<file path="src/rtl/dmem_arbiter.sv">
// dmem_arbiter: two-port round-robin arbiter and sequencer for the single-port
// data memory. Port A is the CPU load/store stage, port B the DMA/debug loader.
// One command is issued per cycle on registered memory outputs; read data is
// captured from the memory and returned to the issuing port with a strobe.
// Optional feature: define DMEM_ARB_LOCK_EN to add the b_lock input, which lets
// port B hold exclusive ownership across a sequence of grants.
module dmem_arbiter #(
  parameter int unsigned DATA_WIDTH     = 8,
  parameter int unsigned DATA_DIR_WIDTH = 8
) (
  input  logic                      clk,
  input  logic                      rst,
  input  logic                      a_req,
  input  logic                      a_we,
  input  logic [DATA_DIR_WIDTH-1:0] a_addr,
  input  logic [DATA_WIDTH-1:0]     a_wdata,
  output logic                      a_gnt,
  output logic                      a_rvalid,
  input  logic                      b_req,
  input  logic                      b_we,
  input  logic [DATA_DIR_WIDTH-1:0] b_addr,
  input  logic [DATA_WIDTH-1:0]     b_wdata,
`ifdef DMEM_ARB_LOCK_EN
  input  logic                      b_lock,
`endif
  output logic                      b_gnt,
  output logic                      b_rvalid,
  output logic [DATA_WIDTH-1:0]     rdata,
  output logic [DATA_DIR_WIDTH-1:0] mem_addr,
  output logic [DATA_WIDTH-1:0]     mem_wdata,
  output logic                      mem_write,
  output logic                      mem_read,
  input  logic [DATA_WIDTH-1:0]     mem_rdata
);

  typedef enum logic [1:0] {
    IDLE    = 2'd0,
    ISSUE_A = 2'd1,
    ISSUE_B = 2'd2
  } state_t;

  state_t                    state_q, state_d;
  logic                      last_b_q, last_b_d;
  logic                      a_elig, b_elig, a_block;
  logic [DATA_DIR_WIDTH-1:0] addr_d;
  logic [DATA_WIDTH-1:0]     wdata_d, rdata_d;
  logic                      write_d, read_d;
  logic                      a_rvalid_d, b_rvalid_d;

`ifdef DMEM_ARB_LOCK_EN
  logic lock_q, lock_d;

  // Lock follows b_lock on each B grant; an idle, non-granted B releases it
  always_comb begin
    lock_d = lock_q;
    if (state_d == ISSUE_B) begin
      lock_d = b_lock;
    end else if (!b_req && !b_gnt) begin
      lock_d = 1'b0;
    end
  end

  // Lock flag register
  always_ff @(posedge clk or negedge rst) begin
    if (!rst) begin
      lock_q <= 1'b0;
    end else begin
      lock_q <= lock_d;
    end
  end

  assign a_block = lock_q;
`else
  assign a_block = 1'b0;
`endif

  // Arbitration, next issue state and next values of the registered outputs
  always_comb begin
    state_d    = IDLE;
    last_b_d   = last_b_q;
    addr_d     = mem_addr;
    wdata_d    = mem_wdata;
    write_d    = 1'b0;
    read_d     = 1'b0;
    a_rvalid_d = 1'b0;
    b_rvalid_d = 1'b0;
    rdata_d    = rdata;

    // A request is consumed during its gnt cycle, so it cannot win again then
    a_elig = a_req && !a_gnt && !a_block;
    b_elig = b_req && !b_gnt;

    if (a_elig && b_elig) begin
      if (last_b_q) begin
        state_d  = ISSUE_A;
        last_b_d = 1'b0;
      end else begin
        state_d  = ISSUE_B;
        last_b_d = 1'b1;
      end
    end else if (a_elig) begin
      state_d = ISSUE_A;
    end else if (b_elig) begin
      state_d = ISSUE_B;
    end

    case (state_d)
      ISSUE_A: begin
        addr_d  = a_addr;
        wdata_d = a_wdata;
        write_d = a_we;
        read_d  = !a_we;
      end
      ISSUE_B: begin
        addr_d  = b_addr;
        wdata_d = b_wdata;
        write_d = b_we;
        read_d  = !b_we;
      end
      default: ;
    endcase

    // Memory samples the read at the end of the issue cycle; return it to the issuer
    if (mem_read) begin
      rdata_d    = mem_rdata;
      a_rvalid_d = (state_q == ISSUE_A);
      b_rvalid_d = (state_q == ISSUE_B);
    end
  end

  // State register and registered outputs
  always_ff @(posedge clk or negedge rst) begin
    if (!rst) begin
      state_q   <= IDLE;
      last_b_q  <= 1'b1;
      a_gnt     <= 1'b0;
      b_gnt     <= 1'b0;
      a_rvalid  <= 1'b0;
      b_rvalid  <= 1'b0;
      rdata     <= '0;
      mem_addr  <= '0;
      mem_wdata <= '0;
      mem_write <= 1'b0;
      mem_read  <= 1'b0;
    end else begin
      state_q   <= state_d;
      last_b_q  <= last_b_d;
      a_gnt     <= (state_d == ISSUE_A);
      b_gnt     <= (state_d == ISSUE_B);
      a_rvalid  <= a_rvalid_d;
      b_rvalid  <= b_rvalid_d;
      rdata     <= rdata_d;
      mem_addr  <= addr_d;
      mem_wdata <= wdata_d;
      mem_write <= write_d;
      mem_read  <= read_d;
    end
  end

endmodule
</file>
<file path="config.mk">
export PLATFORM = sky130hd
export DESIGN_NAME = dmem_arbiter
export DESIGN_NICKNAME = d
export VERILOG_FILES = /design/src/rtl/dmem_arbiter.sv
export SDC_FILE = /design/constraint.sdc
export NUM_CORES = 1
export LEC_CHECK = 0
export CORE_MARGIN = 8
export CORE_UTILIZATION = 41
export CTS_CLUSTER_DIAMETER = 200
export CTS_CLUSTER_SIZE = 16
export DETAILED_ROUTE_END_ITERATION = 10
export PLACE_DENSITY = 0.89
export SYNTH_ARGS = -nofsm -noshare
export SYNTH_HDL_FRONTEND = slang
export SYNTH_SLANG_ARGS = --single-unit
export TNS_END_PERCENT = 5
</file>
<file path="constraint.sdc">
create_clock -name clk -period 4 [get_ports clk]
set_input_delay 1 -clock clk [delete_from_list [all_inputs] [get_ports clk]]
set_output_delay 1 -clock clk [all_outputs]
set_load 0.02 [all_outputs]
</file>
; ---- After elaboration in Yosys (flattened, before gate mapping)
; Index checks and enable logic that the tools add are counted.
[word_totals]
ff_bits = 33
out_inout_bits = 30
word_cells = 34
[classes]
n_eq_ne = 4
n_mux = 11
reduce_logical = 8
[op_table]
columns = op, n
row1 = $pmux 8 s2, 2
row2 = $mux 2, 4
row3 = $eq 2x1->1 const B, 2
row4 = $eq 2x2->1 const B, 2
row5 = $logic_not 1->1, 4
row6 = $pmux 1 s2, 2
row7 = $logic_and 1x1->1, 3
row8 = $mux 1, 3
row9 = $reduce_bool 2->1, 1

; ---- Longest topological paths before layout
; Gate-level depths: netlist of the first run.
[logic_depth]
word_depth = 7
depth_mapped = 7
mapped_depth_nobuf = 5

; ---- Least setup slack after synthesis of the first run
; Ideal clock, no wire load.
[synth_timing]
path_type = input port to flip-flop
start = input a_req
end = register mem_addr[0]
setup_ps = 120
arrival_ps = 2055
t_required_ps = 3880
setup_slack_ps = 1825
stages = 7
path_buffers = 2
path_cell_list = nor2b_1 -> a21oi_1 -> ha_1 -> buf_6 -> buf_12 -> mux2i_1 -> o21ai_2
[synth_via]
elab_chain_len = 5
[synth_rtl]
columns = element, line
row1 = from (decl), 13  ; input logic a_req,
row2 = $logic_and 1x1->1 *, 90  ; a_elig = a_req && !a_gnt && !a_block;
row3 = $mux 2 / $logic_and 1x1->1 (equally long branches), "101, 93"
row4 = $mux 2 *, 93  ; if (a_elig && b_elig) begin
row5 = via state_d[1], 42  ; state_t state_q, state_d;
row6 = $eq 2x2->1 / $eq 2x1->1 (equally long branches), 107  ; case (state_d)
row7 = $pmux 8 s2 / $reduce_bool 2->1 (equally long branches), n/a
row8 = to (signal assigned), 153  ; mem_addr <= addr_d;
row9 = to (decl), 29  ; output logic [DATA_DIR_WIDTH-1:0] mem_addr,
; Mark *: on every way through the listed nets, which the timed path passes. The rest lies on a longest branch.
; A chain may end at the register's enable or synchronous reset.

; ---- Worst setup path in the final report of the first run
[layout_timing]
start = input a_req
end = register mem_wdata[6]
[layout_via]
elab_chain_len = 5
[layout_rtl]
columns = element, line
row1 = $logic_and 1x1->1 *, 90
row2 = $mux 2 / $logic_and 1x1->1 (equally long branches), "101, 93"
row3 = $mux 2 *, 93
row4 = $eq 2x2->1 / $eq 2x1->1 (equally long branches), 107
row5 = $pmux 8 s2 / $reduce_bool 2->1 (equally long branches), n/a
row6 = to (signal assigned), 154  ; mem_wdata <= wdata_d;
row7 = to (decl), 30  ; output logic [DATA_WIDTH-1:0] mem_wdata,
; Every way passes the cells marked *; elsewhere a longest branch is shown, timed or not.

==> reports/qor.csv, run 1 <==
stage,metric,value,unit
die,ioPinCount,76,
critical_path,worst_ep_arrival_time,3060,ps
route,num_vias,1138,
synth,ys_seq_area_share,58.5,%
worst_hold_path,whs_path_depth,1,
synth,synth_area,1410,µm²
clocking,cts_inserted_buffers,5,
timing,finClkSkew,8.77,ps
power_and_ir_drop,ir_drop,0.310,mV
global_routing,antenna_found_initial,0,
final_layout,area_delta_synth_final,59.6,%
route,wl_per_cell,16.4,µm
timing,drv_slew,0,
timing,fin_setup_tns,0,ps
synth,yosys.area.top_type,dfrtp_1,
outcome,outcome,"complete, no violations",
critical_path,reg2reg_from,a_gnt,
clocking,cts_root_buf,clkbuf_4,
clocking,clk_path_buf_depth,2,
placed_design,hpwl,3170,µm
final_layout,final_cells,239,
route,routed_wl,3910,µm
synth,synth_area_per_cell,12.4,µm²
route,viasPerCell,4.76,
timing,worst_slew_pin_slew,908,ps
power_and_ir_drop,power,1530,µW
critical_path,reg2reg_depth,4,
clocking,htreeDepth,2,
synth,synth_cell_types,22,
final_layout,fin_area,2260,µm²
power_and_ir_drop,power_density,677,nW/µm²
final_layout,finalCoreUtilization,67.6,%
global_routing,grt_pass1_vias,1223,
clocking,cts.sinks,33,
route,drtIter0Drc,29,
critical_path,end_kind,flop,
global_routing,grt_use_total,14.7,%
placed_design,dpl.cell_count,231,
timing,setup_viol_count_final,0,
timing,hold_viol,0,
synth,synth_top_area_share,56.6,%
global_routing,gr-total-overflow,0,
final_layout,diodes,0,
timing,period_needed,2890,ps
power_and_ir_drop,power.leakage,0.000955,µW
route,drc,0,
die,die_y,74.7,µm
clocking,postCtsResizedCells,0,
final_layout,drive_gt1_share,10.9,%
placed_design,io_buffers,75,
clocking,clock_latency,330,ps
critical_path,crit_required,4170,ps
placed_design,gp_congestion,0.725,
placed_design,post_dp_cell_area,2190,µm²
critical_path,criticalPathCategory,in -> reg,
synth,synth.top_cells.by_area,"dfrtp_1 57%, mux2i_1 11%, mux2_2 6.4%, nand2_1 4.5%, o21ai_0 2.8%",
die,die_area,5580,µm²
final_layout,nNetsFinal,241,
timing,fin_crit_sh,72.3,%
timing,max_slew_margin,39.5,%
flow_run,cap_violations,0,
critical_path,critPathMaxFanout,34,
clocking,clk_transition_reported_paths,100,ps
global_routing,grt_max_degree,35,
timing,timing.fmax,346,MHz
critical_path,r2r_end,mem_wdata[6],
critical_path,startpoint_type,input port,
synth,syn_inst,114,
critical_path,regToRegSetupSlack,1860,ps
die,core_area,3340,µm²
worst_hold_path,hold_end,b_rvalid,
clocking,cts_setup_buffers,0,
route,ant_nets,0,
die,initial_core_util,42.4,%
die,die_w,74.7,µm
global_routing,grt_pass1_wl,5990,µm
timing,rsz0062_at_grt,no,
die,rows,21,
worst_hold_path,hold_class,reg -> reg,
synth,synth-seq-cells,33,
clocking,hold_buffers,0,
route,firstDrtPassIters,4,
clocking,cts_tree,built,
synth,syn-num-nets,163,
worst_hold_path,min-delay-start,state_q[0],
synth,yosys_warnings,0,
-- kinds of logic (layout without fill, tap and decap cells) --
kind of cell / after synthesis / after routing / share of synthesized area [%]
DFF: 33 / 33 / 58.5
adders and majority gates: 3 / 3 / 2.66
xor gates and xnor gates: 1 / 1 / 0.620
AOI/OAI and AO/OA: 22 / 22 / 8.59
buffers and inverters: 6 / 85 / 3.63
and+or+nand+nor: 25 / 25 / 8.32
muxes: 24 / 24 / 17.7
-- flip-flops by register name (all words and copies together), names as in the netlist --
name,flops
b_gnt,1
a_rvalid,1
state_q,2
mem_wdata,8
mem_addr,8
mem_write,1
b_rvalid,1
last_b_q,1
rdata,8
mem_read,1
a_gnt,1
-- cell type report --
cell class	count	area, µm²
Clock inverter	1	5.00
Fill cell	273	1080
Clock buffer	7	65.1
Sequential cell	33	827
Multi-Input combinational cell	75	536
Tap cell	46	57.6
Timing Repair Buffer	77	766
-- worst max-delay path, stage by stage --
cell             delay (ps)
clkdlybuf4s50_1         470
nor2b_1                 270
o21ai_0                 180
ha_1                    920
o21ai_0                 220
-- through the flow --
| step | hold WS [ps] | setup slack, ps |
|---|---|---|
| after floorplan | 393 | 1820 |
| after global placement | 400 | 931 |
| after detailed placement | 429 | 745 |
| after CTS | 445 | 1100 |
| after global routing | 458 | 871 |
| final | 430 | 1110 |
-- how the worst max path moves through the flow --
stage               start  slack, ps  cells past startpoint           end
global route        a_req        870                      5  mem_wdata[6]
detailed placement  a_req        750                      5  mem_wdata[6]
CTS                 a_req       1100                      5  mem_wdata[6]
floorplan           a_req       1820                      7   mem_addr[0]
global placement    a_req        930                      5  mem_wdata[3]
finish              a_req       1110                      5  mem_wdata[6]
-- routing by layer --
layer  vias to the layer above  share of wire, %  track usage (%)
met5                         -                 0                0
met4                         0               1.4             4.78
met3                         7                11             7.99
met2                        63                49             25.7
met1                       518                39             14.6
li1                        550                 -                -
-- cell usage in the layout (no fill, tap or decap) --
cell type and count:
o21a_1 1, nor2b_1 1, a21o_1 1, mux2_2 8, a21oi_1 2, o21ai_2 1
nand2b_1 3, and4bb_2 1, dfstp_2 1, clkbuf_4 5, dfrtp_1 32, and3b_1 1
o21ai_1 8, o21ai_0 8, mux2i_1 16, clkinv_2 1, a22oi_1 1, clkdlybuf4s50_1 75
ha_1 3, nand2_1 17, nor2_1 2, buf_4 2, clkbuf_8 2, xor2_1 1
-- cell usage after synthesis, drive strengths merged --
cell type / n
nand2b: 3
o21ai: 17
ha: 3
a22oi: 1
xor2: 1
mux2: 8
a21o: 1
o21a: 1
nor2: 2
dfrtp: 32
mux2i: 16
dfstp: 1
and3b: 1
nand2: 17
nor2b: 1
buf: 6
a21oi: 2
and4bb: 1
-- power breakdown --
group / internal (µW) / leakage, µW / switching, µW / total, µW
registers: 479 / 0.000407 / 88.6 / 568
logic: 377 / 0.000506 / 373 / 751
clock network: 102 / 0.0000413 / 107 / 209
(Power assumes the default switching activity.)
==> inputs of run 2 (changes only) <==
--- a/config.mk
+++ b/config.mk
@@ -6,11 +6,11 @@
 export NUM_CORES = 1
 export LEC_CHECK = 0
 export CORE_MARGIN = 8
-export CORE_UTILIZATION = 41
+export CORE_UTILIZATION = 35
 export CTS_CLUSTER_DIAMETER = 200
 export CTS_CLUSTER_SIZE = 16
 export DETAILED_ROUTE_END_ITERATION = 10
-export PLACE_DENSITY = 0.89
+export PLACE_DENSITY = 0.81
 export SYNTH_ARGS = -nofsm -noshare
 export SYNTH_HDL_FRONTEND = slang
 export SYNTH_SLANG_ARGS = --single-unit
==> constraint.sdc (replaced) <==
create_clock -name clk -period 2.5 [get_ports clk]
set_input_delay 0.625 -clock clk [delete_from_list [all_inputs] [get_ports clk]]
set_output_delay 0.625 -clock clk [all_outputs]
set_load 0.02 [all_outputs]
==> run 2 against run 1 <==
Against the previous run: sequential cell count stayed put; worst setup slack worse by 770 ps; global-route usage is 3.3 points lower; die area is 13% higher; clock skew is 4.8 ps lower; via count is 0.35% lower; first-iteration DRC count is 66% lower; sequential share of layout area is 1.4 points lower; power is 73% higher; worst hold slack worse by 6.4 ps; critical path depth is 4 lower; critical path type is now reg -> out; largest power group unchanged.
==> reports/qor.csv, run 2 (synthesis results as in run 1) <==
stage,metric,value,unit
timing,max_slew_margin,72.8,%
timing,hold_viol,0,
die,rows,23,
die,initial_core_util,35.9,%
clocking,clk_transition_reported_paths,60,ps
clocking,cts.sinks,33,
route,routed_wl,3470,µm
final_layout,area_delta_synth_final,65.7,%
critical_path,criticalPathCategory,reg -> out,
route,wl_met1,1520,µm
die,core_area,3940,µm²
global_routing,gr-total-overflow,0,
timing,setup_viol_count_final,0,
outcome,outcome,"complete, no violations",
timing,period_needed,2160,ps
route,top_layer,met4,
route,wl_per_cell,14.1,µm
final_layout,layout_commonest_cell,clkdlybuf4s50_1,
timing,fin_setup_tns,0,ps
global_routing,grt_max_degree,34,
route,wl_met3,382,µm
die,die_area,6330,µm²
timing,worst_slew_pin_slew,408,ps
final_layout,drive_gt1_share,11.7,%
timing,timing.final.ws_setup,335,ps
final_layout,n_fill_cell,345,
critical_path,end_kind,output port,
placed_design,post-place-ws,179,ps
route,firstDrtPassIters,4,
global_routing,antenna_found_initial,0,
global_routing,grt_pass1_vias,1186,
critical_path,startpoint_type,flop,
final_layout,seqCellArea,827,µm²
placed_design,gp_congestion,0.679,
timing,fin_crit_sh,86.6,%
placed_design,post_dp_cell_area,2230,µm²
clocking,postCtsResizedCells,0,
route,drtIter0Drc,10,
final_layout,multi_input_area,536,µm²
global_routing,grt_pass1_wl,5750,µm
critical_path,cpPeakStageDelay,680,ps
clocking,cts_inserted_buffers,5,
route,num_vias,1134,
route,ant_nets,0,
clocking,cts_tree,built,
die,die_w,79.6,µm
critical_path,path_buf_inv,1,
timing,finClkSkew,3.97,ps
die,ioPinCount,76,
placed_design,io_buffers,75,
power_and_ir_drop,power_density,1130,nW/µm²
final_layout,nNetsFinal,244,
global_routing,grt_use_total,11.5,%
clocking,clk_path_buf_depth,2,
clocking,cts_root_buf,clkbuf_8,
timing,rsz0062_at_grt,no,
final_layout,final_cell_mix,"75 x clkdlybuf4s50_1, 32 x dfrtp_1, 17 x nand2_1",
timing,timing.fmax,462,MHz
route,viasPerCell,4.61,
clocking,cts_setup_buffers,0,
critical_path,critical-path-top-delay-family,buffers and inverters,
power_and_ir_drop,power.leakage,0.000991,µW
die,die_y,79.6,µm
critical_path,critPathMaxFanout,11,
final_layout,diodes,0,
worst_hold_path,hold_class,reg -> reg,
final_layout,fin_area,2340,µm²
critical_path,slowest_stage,clkdlybuf4s50_1,
clocking,clock_latency,280,ps
flow_run,cap_violations,0,
power_and_ir_drop,ir_drop,0.486,mV
timing,drv_slew,0,
final_layout,reg_top3,"mem_addr (8), mem_wdata (8), rdata (8)",
critical_path,crit_chain,clkdlybuf4s50_1,
clocking,hold_buffers,0,
placed_design,hpwl,2810,µm
critical_path,worst_ep_arrival_time,1540,ps
critical_path,crit_required,1880,ps
clocking,htreeDepth,2,
route,met2WireLength,1530,µm
route,drc,0,
[run 2: cell types whose count changed in the layout (fill, tap and decap cells not counted), sizes merged]
cell,previous run,this run
bufinv,0,1
clkinv,1,0
buf,2,5
[run 2: layout make-up]
class	instances	area share (%)
clock buffers	7	3.69
flip-flops and latches	33	35.3
clock inverters	1	1.28
multi-input cells	75	22.9
repair buffers	80	34.2
well taps	50	2.67
[run 2: worst paths after layout]
path	end	depth (start not counted)	from	slack [ps]
max	mem_read	1	mem_read	340
min	b_rvalid	1	state_q[0]	420
max reg2reg	mem_wdata[6]	6	b_gnt	850
min reg2reg	b_rvalid	1	state_q[0]	420
max in group asynchronous	last_b_q	2	rst	1430
min in group asynchronous	b_gnt	2	rst	750
[run 2: where the power goes]
part | switching [µW] | total (µW) | internal [µW]
logic | 596 | 1240 | 643
clock network | 179 | 504 | 325
registers | 128 | 895 | 767
total | 903 | 2640 | 1730
[run 2: metal layers]
metal  GRT usage (%)  vias to the layer above
met2            16.9                       53
li1                -                      555
met1            14.2                      520
met4            3.89                        0
met3            5.63                        6
met5               0                        -
[run 2: metrics by stage]
stage,instances,utilization (%),total power (µW),hold slack [ps]
global placement,238,56.5,2140,398
detailed placement,238,56.5,2170,416
floorplan,114,-,1550,329
finish,246,59.4,2640,424
global route,246,59.4,2810,462
CTS,246,59.4,2680,425
==> inputs of run 3 (changes only) <==
--- a/config.mk
+++ b/config.mk
@@ -5,12 +5,14 @@
 export SDC_FILE = /design/constraint.sdc
 export NUM_CORES = 1
 export LEC_CHECK = 0
+export CORE_ASPECT_RATIO = 0.8
 export CORE_MARGIN = 8
 export CORE_UTILIZATION = 35
 export CTS_CLUSTER_DIAMETER = 200
 export CTS_CLUSTER_SIZE = 16
 export DETAILED_ROUTE_END_ITERATION = 10
 export PLACE_DENSITY = 0.81
+export SKIP_LAST_GASP = 1
 export SYNTH_ARGS = -nofsm -noshare
 export SYNTH_HDL_FRONTEND = slang
 export SYNTH_SLANG_ARGS = --single-unit
==> run 3 against run 2 <==
Against the previous run: power down 1.9%; critical path type unchanged; die area up 0.20%; highest routed layer unchanged; clock-buffer cell count unchanged; global-route usage up 0.86 points; final cell count up 1.2%; critical endpoint unchanged.
==> reports/qor.csv, run 3 (synthesis results as in run 1) <==
stage,metric,value,unit
outcome,outcome,"complete, no violations",
critical_path,startpoint_type,flop,
placed_design,post-place-ws,70.8,ps
timing,period_needed,2150,ps
final_layout,seqCellArea,827,µm²
worst_hold_path,min-delay-start,state_q[0],
critical_path,crit_chain,clkdlybuf4s50_1,
timing,rsz0062_at_grt,no,
die,core_area,3830,µm²
timing,hold_viol,0,
die,ioPinCount,76,
die,die_y,72.8,µm
critical_path,critPathMaxFanout,11,
critical_path,worst_ep_arrival_time,1530,ps
timing,worst_hold_slack,421,ps
critical_path,regToRegSetupSlack,730,ps
global_routing,grt_max_degree,35,
final_layout,diodes,0,
clocking,hold_buffers,0,
power_and_ir_drop,power.leakage,0.000977,µW
worst_hold_path,hold_end,b_rvalid,
die,die_w,87.1,µm
power_and_ir_drop,power_density,1120,nW/µm²
die,die_area,6340,µm²
power_and_ir_drop,clkPwrFrac,16.8,%
route,viasPerCell,4.63,
global_routing,gr-total-overflow,0,
critical_path,reg2reg_depth,6,
global_routing,antenna_found_initial,0,
critical_path,crit_required,1880,ps
clocking,clk_path_buf_depth,2,
timing,timing.final.ws_setup,346,ps
critical_path,cpPeakStageDelay,680,ps
critical_path,critical-path-top-delay-family,buffers and inverters,
critical_path,path_buf_inv,1,
clocking,clk_transition_reported_paths,60,ps
worst_hold_path,whs_path_depth,1,
power_and_ir_drop,ir_drop,0.507,mV
clocking,cts_tree,built,
clocking,cts_setup_buffers,0,
worst_hold_path,hold_class,reg -> reg,
global_routing,grt_use_total,12.3,%
final_layout,nNetsFinal,242,
power_and_ir_drop,swShare,36.4,%
final_layout,area_delta_synth_final,64.0,%
clocking,htreeDepth,2,
critical_path,reg2reg_from,b_gnt,
placed_design,post_dp_cell_area,2220,µm²
critical_path,r2r_end,mem_wdata[0],
die,initial_core_util,36.9,%
clocking,clock_latency,280,ps
placed_design,gp_congestion,0.703,
final_layout,final_cell_mix,"75 x clkdlybuf4s50_1, 32 x dfrtp_1, 17 x nand2_1",
die,rows,20,
flow_run,cap_violations,0,
critical_path,criticalPathCategory,reg -> out,
final_layout,fin_area,2320,µm²
critical_path,end_kind,output port,
route,drtIter0Drc,22,
timing,setup_viol_count_final,0,
timing,max_slew_margin,71.4,%
power_and_ir_drop,seqPwrFrac,35.0,%
power_and_ir_drop,intPower,1640,µW
route,wl_per_cell,15.0,µm
timing,finClkSkew,5.95,ps
global_routing,grt_pass1_wl,6020,µm
route,drc,0,
timing,fin_setup_tns,0,ps
clocking,cts.sinks,33,
final_layout,multi_input_area,536,µm²
final_layout,drive_gt1_share,11.3,%
critical_path,slowest_stage,clkdlybuf4s50_1,
clocking,cts_inserted_buffers,5,
placed_design,hpwl,2960,µm
route,ant_nets,0,
power_and_ir_drop,p_sw,943,µW
timing,timing.fmax,464,MHz
timing,fin_crit_sh,86.2,%
route,firstDrtPassIters,2,
clocking,cts_root_buf,clkbuf_8,
final_layout,n_fill_cell,314,
power_and_ir_drop,combPwrFrac,48.2,%
power_and_ir_drop,power,2590,µW
final_layout,reg_top3,"mem_addr (8), mem_wdata (8), rdata (8)",
final_layout,layout_commonest_cell,clkdlybuf4s50_1,
clocking,postCtsResizedCells,0,
route,num_vias,1154,
route,routed_wl,3750,µm
placed_design,io_buffers,75,
timing,drv_slew,0,
timing,worst_slew_pin_slew,429,ps
global_routing,grt_pass1_vias,1308,
==> run 3: cell types whose count changed in the layout (fill, tap and decap cells not counted) <==
cell	change
clkinv_2	+1
bufinv_16	-1
clkbuf_8	+1
clkbuf_1	-1
buf_4	-2
==> run 3: layer usage <==
| metal | up-vias | GRT usage [%] | part of all wire, % |
|---|---|---|---|
| li1 | 548 | - | - |
| met1 | 535 | 13.3 | 43 |
| met2 | 65 | 18.2 | 40 |
| met3 | 6 | 8.44 | 15 |
| met4 | 0 | 5.71 | 1.4 |
| met5 | - | 0 | 0 |
==> run 3: worst max path at each step <==
| stage | start | end | slack (ps) | depth (start not counted) |
|---|---|---|---|---|
| 2_1_floorplan | a_req | mem_addr[0] | 700 | 7 |
| 3_3_place_gp | a_req | mem_wdata[7] | 230 | 7 |
| 3_5_place_dp | a_req | mem_wdata[0] | 70 | 7 |
| 4_1_cts | mem_read | mem_read | 300 | 1 |
| 5_1_grt | a_req | mem_wdata[0] | 240 | 7 |
| 6_report | mem_read | mem_read | 350 | 1 |
==> run 3: through the flow <==
stage / std cells / utilization [%]
floorplan: 114 / -
detailed placement: 241 / 57.9
CTS: 249 / 60.6
finish: 249 / 60.6
global placement: 241 / 57.9
global route: 249 / 60.6
==> run 3: cell type report <==
type,instances,share of cell area (%)
clock buffers,7,4.16
clock inverters,1,0.216
multi-input cells,75,23.1
flip-flops and latches,33,35.7
well taps,55,2.97
repair buffers,78,33.9
==> run 3: power groups by stage <==
stage | sequential, µW | combinational [µW] | clock, µW
after floorplan | 1150 | 395 | 0
after global placement | 896 | 1230 | 0
after detailed placement | 912 | 1260 | 0
after CTS | 908 | 1260 | 451
after global routing | 934 | 1340 | 472
final | 905 | 1250 | 434
